$ cat src/rtl/ram_copy_pkg.sv
// Shared types for the RAM-to-RAM copy engine.
package ram_copy_pkg;

  typedef enum logic [1:0] {IDLE, COPY, DRAIN, DONE} state_t;

endpackage

$ cat src/rtl/ram_copy_dma.sv
// Word-per-cycle copy engine between two external RAMs: asynchronous-read source,
// synchronous-write destination, one pipeline stage between read and write.
module ram_copy_dma
  import ram_copy_pkg::*;
#(
  parameter int unsigned DATA_WIDTH = 8,
  parameter int unsigned RAM_DEPTH  = 8,
  localparam int unsigned AW = $clog2(RAM_DEPTH),
  localparam int unsigned LW = AW + 1
) (
  input  logic                  clk,
  input  logic                  n_rst,
  input  logic                  i_start,
  input  logic [AW-1:0]         i_src_addr,
  input  logic [AW-1:0]         i_dst_addr,
  input  logic [LW-1:0]         i_len,
  output logic                  o_busy,
  output logic                  o_done,
  output logic                  o_rd_en,
  output logic [AW-1:0]         o_rd_addr,
  input  logic [DATA_WIDTH-1:0] i_rd_data,
  output logic                  o_wr_en,
  output logic [AW-1:0]         o_wr_addr,
  output logic [DATA_WIDTH-1:0] o_wr_data
);

  state_t                state_q, state_d;
  logic [AW-1:0]         rd_addr_q, rd_addr_d;
  logic [AW-1:0]         dst_q, dst_d;
  logic [LW-1:0]         left_q, left_d;
  logic                  pipe_vld_q, pipe_vld_d;
  logic [AW-1:0]         pipe_addr_q, pipe_addr_d;
  logic [DATA_WIDTH-1:0] pipe_data_q, pipe_data_d;
  logic [LW-1:0]         len_sat;

  // Explicit wrap so non-power-of-two depths stay inside the RAM.
  function automatic logic [AW-1:0] addr_inc(input logic [AW-1:0] a);
    return (a == AW'(RAM_DEPTH - 1)) ? '0 : a + AW'(1);
  endfunction

  assign len_sat = (i_len > LW'(RAM_DEPTH)) ? LW'(RAM_DEPTH) : i_len;

  always_comb begin
    state_d     = state_q;
    rd_addr_d   = rd_addr_q;
    dst_d       = dst_q;
    left_d      = left_q;
    pipe_vld_d  = 1'b0;
    pipe_addr_d = pipe_addr_q;
    pipe_data_d = pipe_data_q;
    unique case (state_q)
      IDLE: begin
        if (i_start) begin
          rd_addr_d = i_src_addr;
          dst_d     = i_dst_addr;
          left_d    = len_sat;
          state_d   = (len_sat == '0) ? DONE : COPY;
        end
      end
      COPY: begin
        // Capture word k now; it is written next cycle while word k+1 is read.
        pipe_vld_d  = 1'b1;
        pipe_data_d = i_rd_data;
        pipe_addr_d = dst_q;
        dst_d       = addr_inc(dst_q);
        rd_addr_d   = addr_inc(rd_addr_q);
        left_d      = left_q - LW'(1);
        if (left_q == LW'(1)) state_d = DRAIN;
      end
      DRAIN:   state_d = DONE;
      DONE:    state_d = IDLE;
      default: state_d = IDLE;
    endcase
  end

  always_ff @(posedge clk or negedge n_rst) begin
    if (!n_rst) begin
      state_q <= IDLE;
    end else begin
      state_q <= state_d;
    end
  end

  always_ff @(posedge clk or negedge n_rst) begin
    if (!n_rst) begin
      rd_addr_q   <= '0;
      dst_q       <= '0;
      left_q      <= '0;
      pipe_vld_q  <= 1'b0;
      pipe_addr_q <= '0;
      pipe_data_q <= '0;
    end else begin
      rd_addr_q   <= rd_addr_d;
      dst_q       <= dst_d;
      left_q      <= left_d;
      pipe_vld_q  <= pipe_vld_d;
      pipe_addr_q <= pipe_addr_d;
      pipe_data_q <= pipe_data_d;
    end
  end

  assign o_busy    = (state_q != IDLE);
  assign o_done    = (state_q == DONE);
  assign o_rd_en   = (state_q == COPY);
  assign o_rd_addr = o_rd_en ? rd_addr_q : '0;
  assign o_wr_en   = pipe_vld_q;
  assign o_wr_addr = pipe_vld_q ? pipe_addr_q : '0;
  assign o_wr_data = pipe_vld_q ? pipe_data_q : '0;

endmodule

$ cat config.mk
export PLATFORM = sky130hd
export DESIGN_NAME = ram_copy_dma
export DESIGN_NICKNAME = d
export VERILOG_FILES = /design/src/rtl/ram_copy_pkg.sv /design/src/rtl/ram_copy_dma.sv
export SDC_FILE = /design/constraint.sdc
export NUM_CORES = 1
export LEC_CHECK = 0
export ABC_AREA = 1
export CAP_MARGIN = 40
export CORE_MARGIN = 2
export CORE_UTILIZATION = 58
export CTS_BUF_LIST = sky130_fd_sc_hd__clkbuf_2
export DETAILED_ROUTE_END_ITERATION = 8
export DONT_BUFFER_PORTS = 1
export PLACE_DENSITY = 0.76
export SLEW_MARGIN = 15
export SYNTH_ARGS = -nofsm -noshare
export SYNTH_HDL_FRONTEND = slang
export SYNTH_SLANG_ARGS = --single-unit
$ cat constraint.sdc
create_clock -name clk -period 1.4 [get_ports clk]
set_input_delay 0.28 -clock clk [delete_from_list [all_inputs] [get_ports clk]]
set_output_delay 0.28 -clock clk [all_outputs]
set_load 0.05 [all_outputs]
==> results of run 1 <==
[stage by stage]
stage | instance area [µm²] | instances | hold slack, ns | TNS [ns] | util [%]
CTS | 1930 | 240 | 0.0189 | -3.76 | 87.4
floorplan | 1430 | 180 | -0.0156 | -1.75 | -
global placement | 1690 | 221 | -0.0149 | 0 | 76.5
global route | 2100 | 242 | 0.0476 | -8.58 | 94.9
finish | 2100 | 242 | 0.0189 | -8.18 | 94.9
detailed placement | 1690 | 221 | -0.0149 | -0.0662 | 76.5
[timing repair]
action                                  4_1_cts  5_1_grt
pin swaps                                     2        1
hold buffers                                  1        1
cloned                                        1        0
setup buffers                                13        2
resized for setup                            45       35
hold endpoints to repair                     24       24
endpoints found under the setup margin       34       38
[how the worst max path moves through the flow]
| stage | start | end | slack (ns) | cells past startpoint |
|---|---|---|---|---|
| detailed placement | state_q[1] | rd_addr_q[1] | -0.03 | 7 |
| global placement | state_q[1] | left_q[1] | 0.05 | 6 |
| CTS | state_q[1] | o_rd_addr[2] | -0.28 | 4 |
| floorplan | state_q[1] | o_rd_addr[0] | -0.16 | 6 |
| finish | state_q[1] | o_rd_addr[0] | -0.36 | 4 |
| global route | state_q[1] | pipe_data_q[1] | -0.37 | 8 |
[state kept, by name, indices dropped and copies added (netlist names)]
register and flops:
pipe_data_q 8, o_wr_en 1, pipe_addr_q 3, left_q 4
rd_addr_q 3, dst_q 3, state_q 2
[final cells by class]
type	count	area [µm²]	area share, %
tap	28	35.0	1.67
timing repair buffer	36	477	22.7
sequential	24	603	28.7
multi-input combinational	124	832	39.6
clock buffer	3	15.0	0.715
clock inverter	1	3.75	0.179
inverter	26	134	6.38
[layer usage]
metal	routed length [µm]	up-vias	track usage, %	part of all wire (%)
met5	0	-	0	0
met4	390	0	16.7	7.1
met3	636	44	4.57	12
met2	2720	163	62.0	49
met1	1780	715	41.3	32
li1	-	614	-	-
[layout by cell type (no fill, tap or decap), drive strengths merged]
| cell type | instances |
|---|---|
| inv | 21 |
| buf | 35 |
| clkinvlp | 5 |
| a22oi | 1 |
| a21boi | 1 |
| a31oi | 5 |
| dlygate4sd3 | 1 |
| o21a | 1 |
| a21oi | 1 |
| dfrtp | 24 |
| clkinv | 1 |
| nand3 | 5 |
| o21ai | 7 |
| nor2 | 13 |
| nand2 | 79 |
| ha | 11 |
| clkbuf | 3 |
[cells by family after synthesis]
| family | count (synthesis) |
|---|---|
| adder cells (fa/ha/maj) | 11 |
| AO/OA/AOI/OAI | 16 |
| AND/OR/NAND/NOR | 97 |
| flip-flops | 24 |
| buffers and inverters | 32 |
[worst max-delay path, stage by stage, from the launching register on]
cell	delay (ns)
dfrtp_1	0.47
inv_2	0.12
ha_4	0.25
nand2_4	0.07
clkinvlp_4	0.20
==> metrics.cfg, run 1 <==
[status]
status = finished, violations left
violations = negative setup slack

[cts]
cts_buffers = 3
cts.clk_slew.worst_paths_ns = 0.25
clockRootBuffer = clkbuf_2
cts_buffer_depth = 2
clk_latency_ns = 0.38
cts_tree = yes
h-tree-depth = 1
cts_sinks = 24

[sta]
slew_headroom_pct = 61.6
setup-violations-final = 40
fin_crit_sh_pct = 126
period_needed_ns = 1.76
rsz0062_at_grt = yes
fin_ws_ns = -0.359
fmax_mhz = 568
finClkSkew_ns = 0.0114
hold_viol = 0
slew_viol_final = 0
worst_pin_slew_ns = 0.577

[floorplanning]
rows = 17
die_w_um = 52.2
die_y_um = 52.2
core_area_mm2 = 0.00221
dieArea_mm2 = 0.00272
ios = 39
initial_core_util_pct = 60.9

[grt]
antenna_found_initial = 0
grt_pass1_vias = 1450
grt_pass1_wl_mm = 6.71
grt-ovfl-total = 0
grt_max_degree = 25
grt_use_total_pct = 34.8

[routing]
wl_per_cell_um = 22.9
firstDrtPassIters = 5
vias = 1536
ant_nets = 0
drt_iter0_drc = 106
drc_errors = 0
post_drt_via_cell_ratio = 6.35
wirelength_mm = 5.53

[setup_path]
r2r_start = state_q[1]
startpoint_type = register
arrival_ns = 1.48
crit_required_ns = 1.12
ff2ff_setup_slack_ns = -0.29
r2r_cells = 8
critPathKind = reg -> out
rr_endpoint = pipe_data_q[1]
worstPathMaxFanout = 7
cp-end-kind = primary output

[synth]
synthFlopType = dfrtp_1
yosys-top-cells-area = dfrtp_1 (45%), nand2_1 (21%), ha_1 (10%)
syn_nets = 212
yosysUniqueCellTypes = 19
ys_ff_latch = 24
syn_inst = 180
synthAdderAreaFrac_pct = 10.2
synth_commonest_cells = nand2_1 (77), inv_1 (25), dfrtp_1 (24)
synth_edf_count = 0
yosysTopAreaCell = dfrtp_1
syn_area_mm2 = 0.00135
yosys_warnings = 0
avgSynthCellArea_um2 = 7.49
synthMuxAreaShare_pct = 0
synthSimpleGateAreaFrac_pct = 28.2
synth_xor_area_share_pct = 0
synth_top_family_by_area = simple AND/OR/NAND/NOR gates
synth_compound_area_share_pct = 6.96
synthArstFlopShare_pct = 100
yosysSeqAreaShare_pct = 44.6
synth_top_area_share_pct = 44.6
synth.most_common_cell = nand2_1

[finish]
n_antenna_cell = 0
syn2layout_area_growth_pct = 55.8
drive_gt1_share_pct = 41.1
fill_cells = 59
fin_nets = 247

[hold_path]
holdCritStartpoint = i_rd_data[4]
min_path_cells = 2
hold_end = pipe_data_q[4]
min_path_type = in -> reg

[placement]
place_ws_ns = -0.0252
routabilityCongestion = 0.760
hpwl_mm = 2.27
port_buffers = 0

[flow_run]
cap_violations = 0

Power of run 1 is not shown: default switching activity piles up to over one toggle a cycle in this logic, so the estimate is an artifact.
==> run 2: changes to the inputs <==
--- a/config.mk
+++ b/config.mk
@@ -8,11 +8,10 @@
 export ABC_AREA = 1
 export CAP_MARGIN = 40
 export CORE_MARGIN = 2
-export CORE_UTILIZATION = 58
+export CORE_UTILIZATION = 30
 export CTS_BUF_LIST = sky130_fd_sc_hd__clkbuf_2
 export DETAILED_ROUTE_END_ITERATION = 8
 export DONT_BUFFER_PORTS = 1
-export PLACE_DENSITY = 0.76
 export SLEW_MARGIN = 15
 export SYNTH_ARGS = -nofsm -noshare
 export SYNTH_HDL_FRONTEND = slang
==> metrics.cfg, run 2 (same netlist as run 1, synthesis figures left out) <==
[cts]
cts.clk_slew.worst_paths_ns = 0.24  ; about the same
h-tree-depth = 1  ; unchanged
clk_latency_ns = 0.35  ; -0.03 ns
cts_tree = yes
cts_buffers = 3  ; unchanged
cts_buffer_depth = 2  ; unchanged
cts_sinks = 24  ; unchanged
clockRootBuffer = clkbuf_2

[floorplanning]
rows = 24  ; +7
die_w_um = 71.0  ; +36%
ios = 39  ; unchanged
die_y_um = 71.0  ; +36%
core_area_mm2 = 0.00435  ; +97%
dieArea_mm2 = 0.00504  ; +85%
initial_core_util_pct = 30.9  ; -30 points

[setup_path]
crit_path_start = state_q[0]
crit_required_ns = 1.12  ; about the same
cp-end-kind = primary output
r2r_start = state_q[1]
ff2ff_setup_slack_ns = -0.08  ; +0.21 ns
rr_endpoint = pipe_data_q[2]
worstPathMaxFanout = 6  ; -1
critPathKind = reg -> out
arrival_ns = 1.39  ; -0.09 ns
r2r_cells = 7  ; -1
startpoint_type = register

[power]
switching_share_pct = 48.8
clkPwrFrac_pct = 8.3
netSwitchingPower_mw = 2.75
peakVddDrop_uv = 763
p_per_area_mw_per_mm2 = 2720
p_seq_share_pct = 25.1
p_comb_share_pct = 66.5
leakagePower_nw = 1.10
power.internal_mw = 2.89

[grt]
grt_pass1_vias = 1223  ; -16%
grt_use_total_pct = 12.7  ; -22 points
grt_pass1_wl_mm = 5.15  ; -23%
antenna_found_initial = 0  ; unchanged
grt-ovfl-total = 0  ; unchanged
grt_max_degree = 25  ; unchanged

[hold_path]
hold_end = pipe_data_q[6]
min_path_type = in -> reg
holdCritStartpoint = i_rd_data[6]
min_path_cells = 2  ; unchanged

[sta]
rsz0062_at_grt = yes
slew_headroom_pct = 83.1  ; +22 points
worst_pin_slew_ns = 0.253  ; -0.324 ns
finClkSkew_ns = 0.00504  ; -0.00636 ns
fmax_mhz = 599  ; +5.3%
fin_ws_ns = -0.270  ; +0.0892 ns
period_needed_ns = 1.67  ; -0.0892 ns
hold_viol = 0  ; unchanged
setup-violations-final = 32  ; -20%
fin_setup_tns_ns = -3.86  ; +4.32 ns
fin_crit_sh_pct = 119  ; -6.4 points
slew_viol_final = 0  ; unchanged

[placement]
port_buffers = 0  ; unchanged
hpwl_mm = 2.18  ; -4.0%
dp.cells = 246  ; +11%
place_area_mm2 = 0.00173  ; +2.2%
routabilityCongestion = 0.794  ; +4.5%

[routing]
post_drt_via_cell_ratio = 4.57  ; -28%
firstDrtPassIters = 4  ; -1
drc_errors = 0  ; unchanged
wirelength_mm = 3.15  ; -43%
drt_iter0_drc = 35  ; -67%
wl_per_cell_um = 11.9  ; -48%
ant_nets = 0  ; unchanged
vias = 1211  ; -21%

[finish]
regMostFlops = pipe_data_q
n_antenna_cell = 0  ; unchanged
fin_cells = 265  ; +9.5%
final_core_util_pct = 47.8  ; -47 points
syn2layout_area_growth_pct = 54.3
drive_gt1_share_pct = 35.7  ; -5.4 points
final_cell_mix = nand2_1 (63), dfrtp_1 (22), nand2_4 (16)
largest_reg_flops = 8  ; unchanged
fin_nets = 246  ; -0.40%
layout_commonest_cell = nand2_1
top_regs = pipe_data_q (8), left_q (4)
design_area_mm2 = 0.00208  ; -0.95%

[flow_run]
cap_violations = 0  ; unchanged

[status]
status = finished, violations left
violations = negative setup slack

-- run 2: cell types whose count changed in the layout (fill, tap and decap cells not counted), moves of 3 or more --
cell | before | now
buf_4 | 14 | 8
buf_8 | 5 | 2
dlygate4sd3_1 | 1 | 6
inv_2 | 8 | 13
inv_4 | 5 | 1
nand2_2 | 3 | 0
nand2_4 | 13 | 16
nor2_4 | 4 | 1
-- run 2: worst max-delay path: stages (launching register included) --
cell,delay [ns]
dfrtp_2,0.51
ha_4,0.22
nand2_4,0.08
clkinvlp_4,0.24
-- run 2: through the flow --
stage / power [mW] / setup WS [ns] / hold slack (ns)
final: 5.65 / -0.270 / 0.0204
after global routing: 6.10 / -0.354 / 0.00300
after CTS: 5.56 / -0.298 / 0.000807
after detailed placement: 4.52 / 0.0199 / -0.0146
after global placement: 4.46 / 0.0330 / -0.0147
after floorplan: 3.60 / -0.161 / -0.0156
-- run 2: worst max path at each step --
| stage | end | slack, ns |
|---|---|---|
| CTS | o_rd_addr[0] | -0.30 |
| global route | o_rd_addr[1] | -0.35 |
| detailed placement | left_q[3] | 0.02 |
| floorplan | o_rd_addr[0] | -0.16 |
| global placement | left_q[3] | 0.03 |
| finish | o_rd_addr[0] | -0.27 |
-- run 2: power by group through the flow --
| stage | combinational [mW] | clock, mW | sequential, mW |
|---|---|---|---|
| 2_1_floorplan | 2.29 | 0 | 1.31 |
| 3_3_place_gp | 3.12 | 0 | 1.34 |
| 3_5_place_dp | 3.18 | 0 | 1.35 |
| 4_1_cts | 3.66 | 0.487 | 1.41 |
| 5_1_grt | 4.12 | 0.514 | 1.47 |
| 6_report | 3.76 | 0.471 | 1.42 |
-- run 2: area by class of cell --
class,count,area (µm²)
clock inverters,1,30.0
inverters,26,119
clock buffers,3,15.0
multi-input cells,124,762
flip-flops and latches,24,603
well taps,52,65.1
fillers,422,2270
repair buffers,35,485
-- run 2: what timing repair did --
item / 4_1_cts / 5_1_grt
hold buffers: 2 / 5
endpoints found under the hold margin: 24 / 5
gates cloned: 1 / 0
setup endpoints to repair: 20 / 35
gates resized for setup: 42 / 12
setup buffers: 6 / 1
pin swaps: 0 / 3
-- run 2: per-layer routing --
layer	wire, µm	GRT usage, %	part of all wire, %	vias up
met2	1570	22.2	50	38
met4	33	2.94	1.0	0
met3	218	5.13	6.9	4
met5	0	0	0	-
li1	-	-	-	613
met1	1330	14.4	42	556
Note: power is estimated with default switching activity, not from simulation.
==> run 3: changes to the inputs <==
--- a/config.mk
+++ b/config.mk
@@ -10,6 +10,7 @@
 export CORE_MARGIN = 2
 export CORE_UTILIZATION = 30
 export CTS_BUF_LIST = sky130_fd_sc_hd__clkbuf_2
+export CTS_CLUSTER_DIAMETER = 50
 export DETAILED_ROUTE_END_ITERATION = 8
 export DONT_BUFFER_PORTS = 1
 export SLEW_MARGIN = 15
==> results of run 3 <==
Same layout as run 2: the final DEF is identical, and so are final timing and power.
